**src/rtl/prng_check.sv**
```systemverilog
// -----------------------------------------------------------------------------
// prng_check
// Receive-side checker for the prng LFSR word stream. It seeds itself from the
// first non-zero word it sees. It then confirms LOCK_CNT predictions in a row
// before it declares lock. While locked it free-runs its own copy of the
// generator (flywheel) and flags every received word that disagrees with it.
//
// Ports
//   clk        in   1      rising-edge clock
//   nRst       in   1      asynchronous active-low reset
//   valid      in   1      data carries one generator word this cycle
//   data       in   WIDTH  received generator word
//   clear      in   1      synchronous clear of err_count
//   locked     out  1      checker synchronised to the stream (registered)
//   err        out  1      one-cycle pulse, last valid word mismatched while
//                          locked (registered)
//   err_count  out  ERR_W  saturating count of locked-state mismatches
// -----------------------------------------------------------------------------
module prng_check #(
  parameter int WIDTH    = 8,
  parameter int TAP1     = 1,
  parameter int TAP2     = 0,
  parameter int LOCK_CNT = 4,
  parameter int LOSS_CNT = 3,
  parameter int ERR_W    = 16
) (
  input  logic             clk,
  input  logic             nRst,
  input  logic             valid,
  input  logic [WIDTH-1:0] data,
  input  logic             clear,
  output logic             locked,
  output logic             err,
  output logic [ERR_W-1:0] err_count
);

  // The counters only ever hold values up to LOCK_CNT-1 / LOSS_CNT-1. The
  // terminal value is detected before the increment would reach it.
  localparam int MATCH_W = (LOCK_CNT > 1) ? $clog2(LOCK_CNT) : 1;
  localparam int MISS_W  = (LOSS_CNT > 1) ? $clog2(LOSS_CNT) : 1;

  localparam logic [MATCH_W-1:0] MATCH_LAST = MATCH_W'(LOCK_CNT - 1);
  localparam logic [MISS_W-1:0]  MISS_LAST  = MISS_W'(LOSS_CNT - 1);
  localparam logic [MATCH_W-1:0] MATCH_ZERO = {MATCH_W{1'b0}};
  localparam logic [MISS_W-1:0]  MISS_ZERO  = {MISS_W{1'b0}};
  localparam logic [MATCH_W-1:0] MATCH_ONE  = {{(MATCH_W-1){1'b0}}, 1'b1};
  localparam logic [MISS_W-1:0]  MISS_ONE   = {{(MISS_W-1){1'b0}}, 1'b1};
  localparam logic [WIDTH-1:0]   WORD_ZERO  = {WIDTH{1'b0}};
  localparam logic [ERR_W-1:0]   CNT_ZERO   = {ERR_W{1'b0}};
  localparam logic [ERR_W-1:0]   CNT_ONE    = {{(ERR_W-1){1'b0}}, 1'b1};
  localparam logic [ERR_W-1:0]   CNT_MAX    = {ERR_W{1'b1}};

  typedef enum logic [1:0] {
    SEARCH = 2'd0,
    VERIFY = 2'd1,
    LOCKED = 2'd2
  } state_e;

  // One generator update: the new MSB is the tap XOR, and the rest shifts right.
  function automatic logic [WIDTH-1:0] lfsr_next(input logic [WIDTH-1:0] w);
    return {w[TAP1] ^ w[TAP2], w[WIDTH-1:1]};
  endfunction

  state_e             state_q, state_d;
  logic [WIDTH-1:0]   pred_q, pred_d;
  logic [MATCH_W-1:0] match_q, match_d;
  logic [MISS_W-1:0]  miss_q, miss_d;
  logic               locked_q, locked_d;
  logic               err_q, err_d;
  logic [ERR_W-1:0]   err_count_q, err_count_d;

  logic               is_match_s;
  logic               is_zero_s;
  logic               cnt_inc_s;

  assign is_match_s = (data == pred_q);
  assign is_zero_s  = (data == WORD_ZERO);

  // Next-state logic for acquisition, flywheel tracking and lock loss.
  always_comb begin
    state_d   = state_q;
    pred_d    = pred_q;
    match_d   = match_q;
    miss_d    = miss_q;
    locked_d  = locked_q;
    err_d     = 1'b0;
    cnt_inc_s = 1'b0;

    if (valid) begin
      case (state_q)
        SEARCH: begin
          // All-zero is the generator's stuck state, so it can never seed.
          if (!is_zero_s) begin
            pred_d  = lfsr_next(data);
            match_d = MATCH_ZERO;
            state_d = VERIFY;
          end else begin
            state_d = SEARCH;
          end
        end

        VERIFY: begin
          if (is_match_s) begin
            pred_d = lfsr_next(data);
            if (match_q == MATCH_LAST) begin
              state_d  = LOCKED;
              locked_d = 1'b1;
              match_d  = MATCH_ZERO;
              miss_d   = MISS_ZERO;
            end else begin
              match_d = match_q + MATCH_ONE;
            end
          end else if (!is_zero_s) begin
            // A wrong non-zero word is a better seed than the failed guess.
            pred_d  = lfsr_next(data);
            match_d = MATCH_ZERO;
          end else begin
            match_d = MATCH_ZERO;
            state_d = SEARCH;
          end
        end

        LOCKED: begin
          // The flywheel ignores data so corrupt words cannot derail tracking.
          pred_d = lfsr_next(pred_q);
          if (!is_match_s) begin
            err_d     = 1'b1;
            cnt_inc_s = 1'b1;
            if (miss_q == MISS_LAST) begin
              state_d  = SEARCH;
              locked_d = 1'b0;
              match_d  = MATCH_ZERO;
              miss_d   = MISS_ZERO;
            end else begin
              miss_d = miss_q + MISS_ONE;
            end
          end else begin
            miss_d = MISS_ZERO;
          end
        end

        default: begin
          state_d  = SEARCH;
          locked_d = 1'b0;
          match_d  = MATCH_ZERO;
          miss_d   = MISS_ZERO;
        end
      endcase
    end else begin
      state_d = state_q;
    end
  end

  // Error counter: a same-cycle clear keeps the new error, and increments saturate.
  always_comb begin
    err_count_d = err_count_q;
    if (clear) begin
      err_count_d = cnt_inc_s ? CNT_ONE : CNT_ZERO;
    end else if (cnt_inc_s && (err_count_q != CNT_MAX)) begin
      err_count_d = err_count_q + CNT_ONE;
    end else begin
      err_count_d = err_count_q;
    end
  end

  // State, prediction, counters and registered outputs.
  always_ff @(posedge clk or negedge nRst) begin
    if (!nRst) begin
      state_q     <= SEARCH;
      pred_q      <= WORD_ZERO;
      match_q     <= MATCH_ZERO;
      miss_q      <= MISS_ZERO;
      locked_q    <= 1'b0;
      err_q       <= 1'b0;
      err_count_q <= CNT_ZERO;
    end else begin
      state_q     <= state_d;
      pred_q      <= pred_d;
      match_q     <= match_d;
      miss_q      <= miss_d;
      locked_q    <= locked_d;
      err_q       <= err_d;
      err_count_q <= err_count_d;
    end
  end

  assign locked    = locked_q;
  assign err       = err_q;
  assign err_count = err_count_q;

endmodule
```
**config.mk**
```make
export PLATFORM = sky130hd
export DESIGN_NAME = prng_check
export DESIGN_NICKNAME = d
export VERILOG_FILES = /design/src/rtl/prng_check.sv
export SDC_FILE = /design/constraint.sdc
export NUM_CORES = 1
export LEC_CHECK = 0
export ABC_AREA = 1
export BUFFER_PORTS_ARGS = -buffer_cell sky130_fd_sc_hd__buf_2
export CORE_UTILIZATION = 50
export CTS_BUF_LIST = sky130_fd_sc_hd__clkbuf_4 sky130_fd_sc_hd__clkbuf_8 sky130_fd_sc_hd__clkbuf_16
export DETAILED_ROUTE_END_ITERATION = 12
export PLACE_DENSITY = 0.76
export SETUP_SLACK_MARGIN = 0.4
export SLEW_MARGIN = 20
export SYNTH_ARGS = -nofsm -noshare
export SYNTH_HDL_FRONTEND = slang
export SYNTH_SLANG_ARGS = --single-unit
```
**constraint.sdc**
```tcl
create_clock -name clk -period 3.29 [get_ports clk]
set_input_delay 0 -clock clk [delete_from_list [all_inputs] [get_ports clk]]
set_output_delay 0 -clock clk [all_outputs]
set_load 0.01 [all_outputs]
```
==> flow_summary.ini, run 1 <==
[sta]
skew_ns = 0.0129
slew_violations = 0
fmax_mhz = 482
worst-slew-pin-transition_ns = 0.700
whs_ns = 0.0565
post-route-min-period_ns = 2.08
setup_viol = 0
tns_ns = 0
hold_violations = 0
post-route-period-util_pct = 63.1
rsz0062_at_grt = no
worst_slack_ns = 1.21
slew_headroom_pct = 53.3

[yosys]
ys_ff_latch = 32
syn_area_per_cell_sq_um = 7.08
synthFlopType = dfrtp_1
synth_common_cells = 107 x nand2_1, 38 x nand3_1, 32 x dfrtp_1, 28 x nor2_1, 24 x inv_1
yosysSeqAreaShare_pct = 37.2
synthesis.nets = 323
ys_async_sr_fraction_pct = 100
netlist_area_sq_um = 2150
syn_inst = 304
yosys.area.top_type = dfrtp_1
yosys_warnings = 0
ys_top_cells_by_area = dfrtp_1 37%, nand2_1 19%, nand3_1 8.8%
synth.distinct_cells = 26
synth_edf_count = 0
yosysTopAreaCellShare_pct = 37.2
synthMostInstantiatedCell = nand2_1

[finish]
fin_nets = 353
multi_input_area_sq_um = 1200
drive_gt1_share_pct = 15.5
register_area_sq_um = 801
area_delta_synth_final_pct = 13.4
antenna_cells = 0
fill_cells = 386
instances_no_fill = 385

[clock_network]
clockBufferDepth = 2
cts_made_buffers = 5
postCtsSetupRepairBufs = 0
clock_sinks = 32
cts_resized = 0
root_buffer = clkbuf_8
clk_latency_ns = 0.30
cts_htree_levels = 2
cts_tree = done
path_clk_slew_ns = 0.08

[power]
vdd_drop_max_uv = 262
power.total_uw = 1110
p_leak_uw = 0.00126
power.density_nw_per_um2 = 455

[run]
max_cap_viol_count = 0

[global_route]
globalRouteOverflowTotal = 0
grtUsageTotal_pct = 22.9
first_global_vias = 1712
grt_pass1_wl_um = 7820
antenna_found_initial = 0
grt_max_degree = 33

[route]
dr.pass1.iters = 4
wl_um = 4750
avgViaCountPerCell = 5.19
drt_iter0_markers = 127
ant_nets = 0
num_vias = 1997
wl_per_cell_um = 12.3
drcViolationCount = 0

[critical_path]
worst-path-buf-inv = 0
cp_max_fo = 17
endpoint_kind = flip-flop
required_ns = 3.48
crit_family = simple AND/OR/NAND/NOR gates
critPathArrivalTime_ns = 2.26
worstSetupStartpointType = flip-flop
worstSetupPathType = flip-flop to flip-flop
slowest_delay_ns = 0.46
crit_chain = ha_1 > nand2_2 > nor2_4 > nand3_2 > or2_4 > nor2_4 > nand2_2 > nand2_4 > nand2_4 > nand2_1 > nand2_1
slowest_stage = dfrtp_1

[floorplanning]
rows = 23
die_h_um = 67.6
die_width_um = 67.6
dieArea_sq_um = 4570
core-area_sq_um = 4060
start_util_pct = 53.0
io_pins = 30

[min_path]
min_path_type = input pin to flip-flop

[placement]
dpl_worst_slack_ns = 1.24
place.gp.congestion = 0.856
dp.cells = 376
dpl.hpwl_um = 3460
portBuffers = 29

[status]
status = completed
[final cells by class]
| type | count | area share, % |
|---|---|---|
| Clock inverter | 2 | 1.44 |
| Tap cell | 50 | 2.56 |
| Clock buffer | 6 | 3.13 |
| Sequential cell | 32 | 32.8 |
| Timing Repair Buffer | 30 | 6.36 |
| Multi-Input combinational cell | 237 | 49.4 |
| Inverter | 28 | 4.31 |
[sequential cells by signal, summed over array words and instances, names as in the netlist]
signal     count
err_count     16
pred_q         8
match_q        2
miss_q         2
state_q        2
err            1
locked         1
[stage by stage]
step	utilization, %	cell area, sq um
3_3_place_gp	57.1	2320
3_5_place_dp	57.1	2320
2_1_floorplan	-	2150
4_1_cts	60.1	2440
6_report	60.1	2440
5_1_grt	60.1	2440
[final timing paths]
path	start	to	slack, ns	depth (start not counted)
worst max-delay path	err_count[0]$_DFFE_PN0P_	err_count[15]$_DFFE_PN0P_	1.21	11
worst min-delay path	data[1]	pred_q[0]$_DFFE_PN0P_	0.06	5
worst max register to register	err_count[0]$_DFFE_PN0P_	err_count[15]$_DFFE_PN0P_	1.21	11
worst min register to register	locked$_DFFE_PN0P_	locked$_DFFE_PN0P_	0.50	2
max in group asynchronous	nRst	err_count[6]$_DFFE_PN0P_	2.53	2
min in group asynchronous	nRst	pred_q[6]$_DFFE_PN0P_	0.29	2
[per-layer routing]
layer / vias to the layer above / wire length, um / GRT usage, %
met5: - / 0 / 0
met4: 0 / 53 / 5.85
met3: 6 / 200 / 5.57
met2: 38 / 2090 / 34.8
met1: 920 / 2410 / 32.1
li1: 1033 / - / -
[cells by family (layout without fill, tap and decap cells)]
family	after synthesis	after routing	synth area share (%)
DFF	32	32	37.2
adders and majority gates	7	7	4.07
xor gates and xnor gates	16	16	6.51
and+or+nand+nor	198	198	40.9
buffers and inverters	35	66	6.80
AOI/OAI and AO/OA	16	16	4.53
[worst register-to-register path, cell delays in order, from the launching register on]
cell     delay [ns]
dfrtp_1        0.46
ha_1           0.22
nand2_2        0.07
nor2_4         0.14
nand3_2        0.13
or2_4          0.28
nor2_4         0.09
nand2_2        0.07
nand2_4        0.20
nand2_4        0.14
nand2_1        0.12
nand2_1        0.05
[placed cells by master (no fill, tap or decap)]
| master | instances |
|---|---|
| bufinv_16 | 1 |
| or2_4 | 1 |
| nor3b_1 | 2 |
| nor3_1 | 7 |
| clkbuf_4 | 1 |
| inv_2 | 4 |
| xnor2_1 | 7 |
| nand2_2 | 2 |
| nand3_2 | 1 |
| nand3_1 | 38 |
| nor2_1 | 28 |
| o22ai_1 | 2 |
| a21oi_1 | 4 |
| or2_2 | 2 |
| nor4_2 | 1 |
| nor2_4 | 2 |
| ha_1 | 7 |
| xor2_1 | 9 |
| clkinv_2 | 1 |
| clkbuf_8 | 5 |
| inv_1 | 24 |
| dfrtp_1 | 32 |
| buf_2 | 29 |
| o21ai_0 | 7 |
| nand4_1 | 5 |
| nand2_1 | 107 |
| dlygate4sd3_1 | 1 |
| nand2_4 | 2 |
| a32o_1 | 3 |
[power breakdown]
| part | internal [uW] | switching, uW | total [uW] |
|---|---|---|---|
| combinational | 93.6 | 160 | 254 |
| sequential | 431 | 34.8 | 465 |
| clock | 233 | 158 | 391 |
[timing repair]
item	in CTS	in global routing
hold endpoints to repair	32	0
hold buffers	1	0
endpoints found under the setup margin	0	0
(Power assumes the default switching activity.)
==> run 2: changes to the inputs <==
- clock period: 3.29 -> 2.05 ns (I/O delays scaled with it)
==> run 2 against run 1 <==
  * First-iteration DRC count grew 43%
  * Count of clock-buffer cells in the layout unchanged
  * Worst setup slack lost 0.90 ns
  * Largest cell class unchanged
  * Largest power group unchanged
==> flow_summary.ini, run 2 (synthesis results as in run 1) <==
[global_route]
grt_pass1_wl_um = 8550
grtUsageTotal_pct = 25.0
globalRouteOverflowTotal = 0
antenna_found_initial = 0
grt_max_degree = 33
first_global_vias = 1887

[critical_path]
crit_chain = ha_4 > nand2_4 > nor2_4 > nand3_2 > or2_4 > nor2_4 > nand2_4 > nand2_8 > nand2_4 > nand2_2 > nand2_1
slowest_stage = dfrtp_1
worstSetupPathType = flip-flop to flip-flop
critPathArrivalTime_ns = 1.91
cp_max_fo = 6
crit_family = simple AND/OR/NAND/NOR gates
endpoint_kind = flip-flop
required_ns = 2.23
slowest_delay_ns = 0.40
cp_common_cell = nand2_4
worst-path-buf-inv = 0
worstSetupStartpointType = flip-flop

[sta]
post-route-period-util_pct = 84.8
skew_ns = 0.00132
tns_ns = 0
rsz0062_at_grt = yes
fmax_mhz = 575
slew_violations = 0
slew_headroom_pct = 42.0
setup_viol = 0
worst-slew-pin-transition_ns = 0.869
hold_violations = 0
worst_slack_ns = 0.311
whs_ns = 0.0782
post-route-min-period_ns = 1.74

[power]
p_leak_uw = 0.00141
power_frac_clock_pct = 33.4
power_frac_comb_pct = 26.0
switching_share_pct = 31.6
vdd_drop_max_uv = 615
power_switching_uw = 580
seqPwrFrac_pct = 40.6
internal_power_uw = 1260
power.density_nw_per_um2 = 671

[finish]
fin_area_sq_um = 2740
instances_no_fill = 406
area_delta_synth_final_pct = 27.1
layout_common_cells = 92 x nand2_1, 33 x nand3_1, 31 x dfrtp_1
drive_gt1_share_pct = 28.1
fill_cells = 348
fin_nets = 374
final_common_cell = nand2_1
largest_register_ffs = 16
antenna_cells = 0

[clock_network]
cts_tree = done
root_buffer = clkbuf_8
path_clk_slew_ns = 0.07
cts_made_buffers = 5
clock_sinks = 32
clockBufferDepth = 2
clk_latency_ns = 0.28
cts_htree_levels = 2

[placement]
dpl.hpwl_um = 3500
place_area_sq_um = 2360
place.gp.congestion = 0.882
dp.cells = 381
dpl_worst_slack_ns = 0.0633
portBuffers = 29

[route]
wl_per_cell_um = 13.0
dr.pass1.iters = 4
wl_um = 5290
num_vias = 2124
drcViolationCount = 0
ant_nets = 0
avgViaCountPerCell = 5.23
drt_iter0_markers = 181

[floorplanning]
start_util_pct = 53.0
die_h_um = 67.6
dieArea_sq_um = 4570
io_pins = 30
rows = 23
die_width_um = 67.6
core-area_sq_um = 4060

[run]
max_cap_viol_count = 0

[min_path]
min_path_type = input pin to flip-flop

[status]
status = completed
run 2: cell count changes in the layout (fill, tap and decap cells not counted), moves of 5 or more:
cell / before / now
nand3_1: 38 / 33
nand2_1: 107 / 92
nand2_2: 2 / 14
buf_4: 0 / 17
nand3_2: 1 / 6
run 2: metrics by stage:
| stage | utilization, % | total power [uW] |
|---|---|---|
| floorplan | - | 1050 |
| global placement | 58.2 | 1160 |
| detailed placement | 58.2 | 1170 |
| CTS | 64.3 | 1790 |
| global route | 67.4 | 1940 |
| finish | 67.4 | 1840 |
run 2: layer usage:
metal	global-route usage (%)	vias to the layer above	wire length (um)
met5	0	-	0
met4	8.51	0	53
met3	5.57	6	231
met2	38.7	49	2510
met1	33.9	989	2490
li1	-	1080	-
run 2: timing repair:
item	in CTS	in global routing
gates resized for setup	12	24
hold buffers	1	0
setup buffers	9	5
endpoints found under the hold margin	32	0
cloned	0	2
setup endpoints to repair	25	31
pin swaps	9	12
run 2: power by group through the flow:
| stage | Sequential [uW] | Combinational, uW | Clock [uW] |
|---|---|---|---|
| 4_1_cts | 744 | 424 | 621 |
| 3_3_place_gp | 754 | 406 | 0 |
| 6_report | 745 | 477 | 613 |
| 5_1_grt | 752 | 548 | 642 |
| 2_1_floorplan | 750 | 304 | 0 |
| 3_5_place_dp | 754 | 417 | 0 |
run 2: cell type report:
cell class	instances	area, sq um	area share (%)
multi-input combinational	239	1350	49.3
sequential	32	802	29.3
timing repair buffer	49	305	11.2
inverter	28	105	3.84
clock buffer	6	76.3	2.79
tap	50	62.6	2.29
clock inverter	2	35.0	1.28
run 2: path summary, 6_finish.rpt:
kind,startpoint,endpoint,slack (ns),cells past startpoint
setup / recovery,err_count[1]$_DFFE_PN0P_,err_count[7]$_DFFE_PN0P_,0.31,11
min in group asynchronous,nRst,err_count[15]$_DFFE_PN0P_,0.30,2
hold / removal,data[1],pred_q[0]$_DFFE_PN0P_,0.08,5
max in group asynchronous,nRst,err_count[0]$_DFFE_PN0P_,1.26,2
hold reg to reg,locked$_DFFE_PN0P_,locked$_DFFE_PN0P_,0.48,2
setup reg to reg,err_count[1]$_DFFE_PN0P_,err_count[7]$_DFFE_PN0P_,0.31,11
run 2: worst register-to-register path: stages (launching register included):
cell,delay (ns)
dfrtp_1,0.40
ha_4,0.16
nand2_4,0.05
nor2_4,0.10
nand3_2,0.08
or2_4,0.25
nor2_4,0.11
nand2_4,0.08
nand2_8,0.13
nand2_4,0.11
nand2_2,0.10
nand2_1,0.05
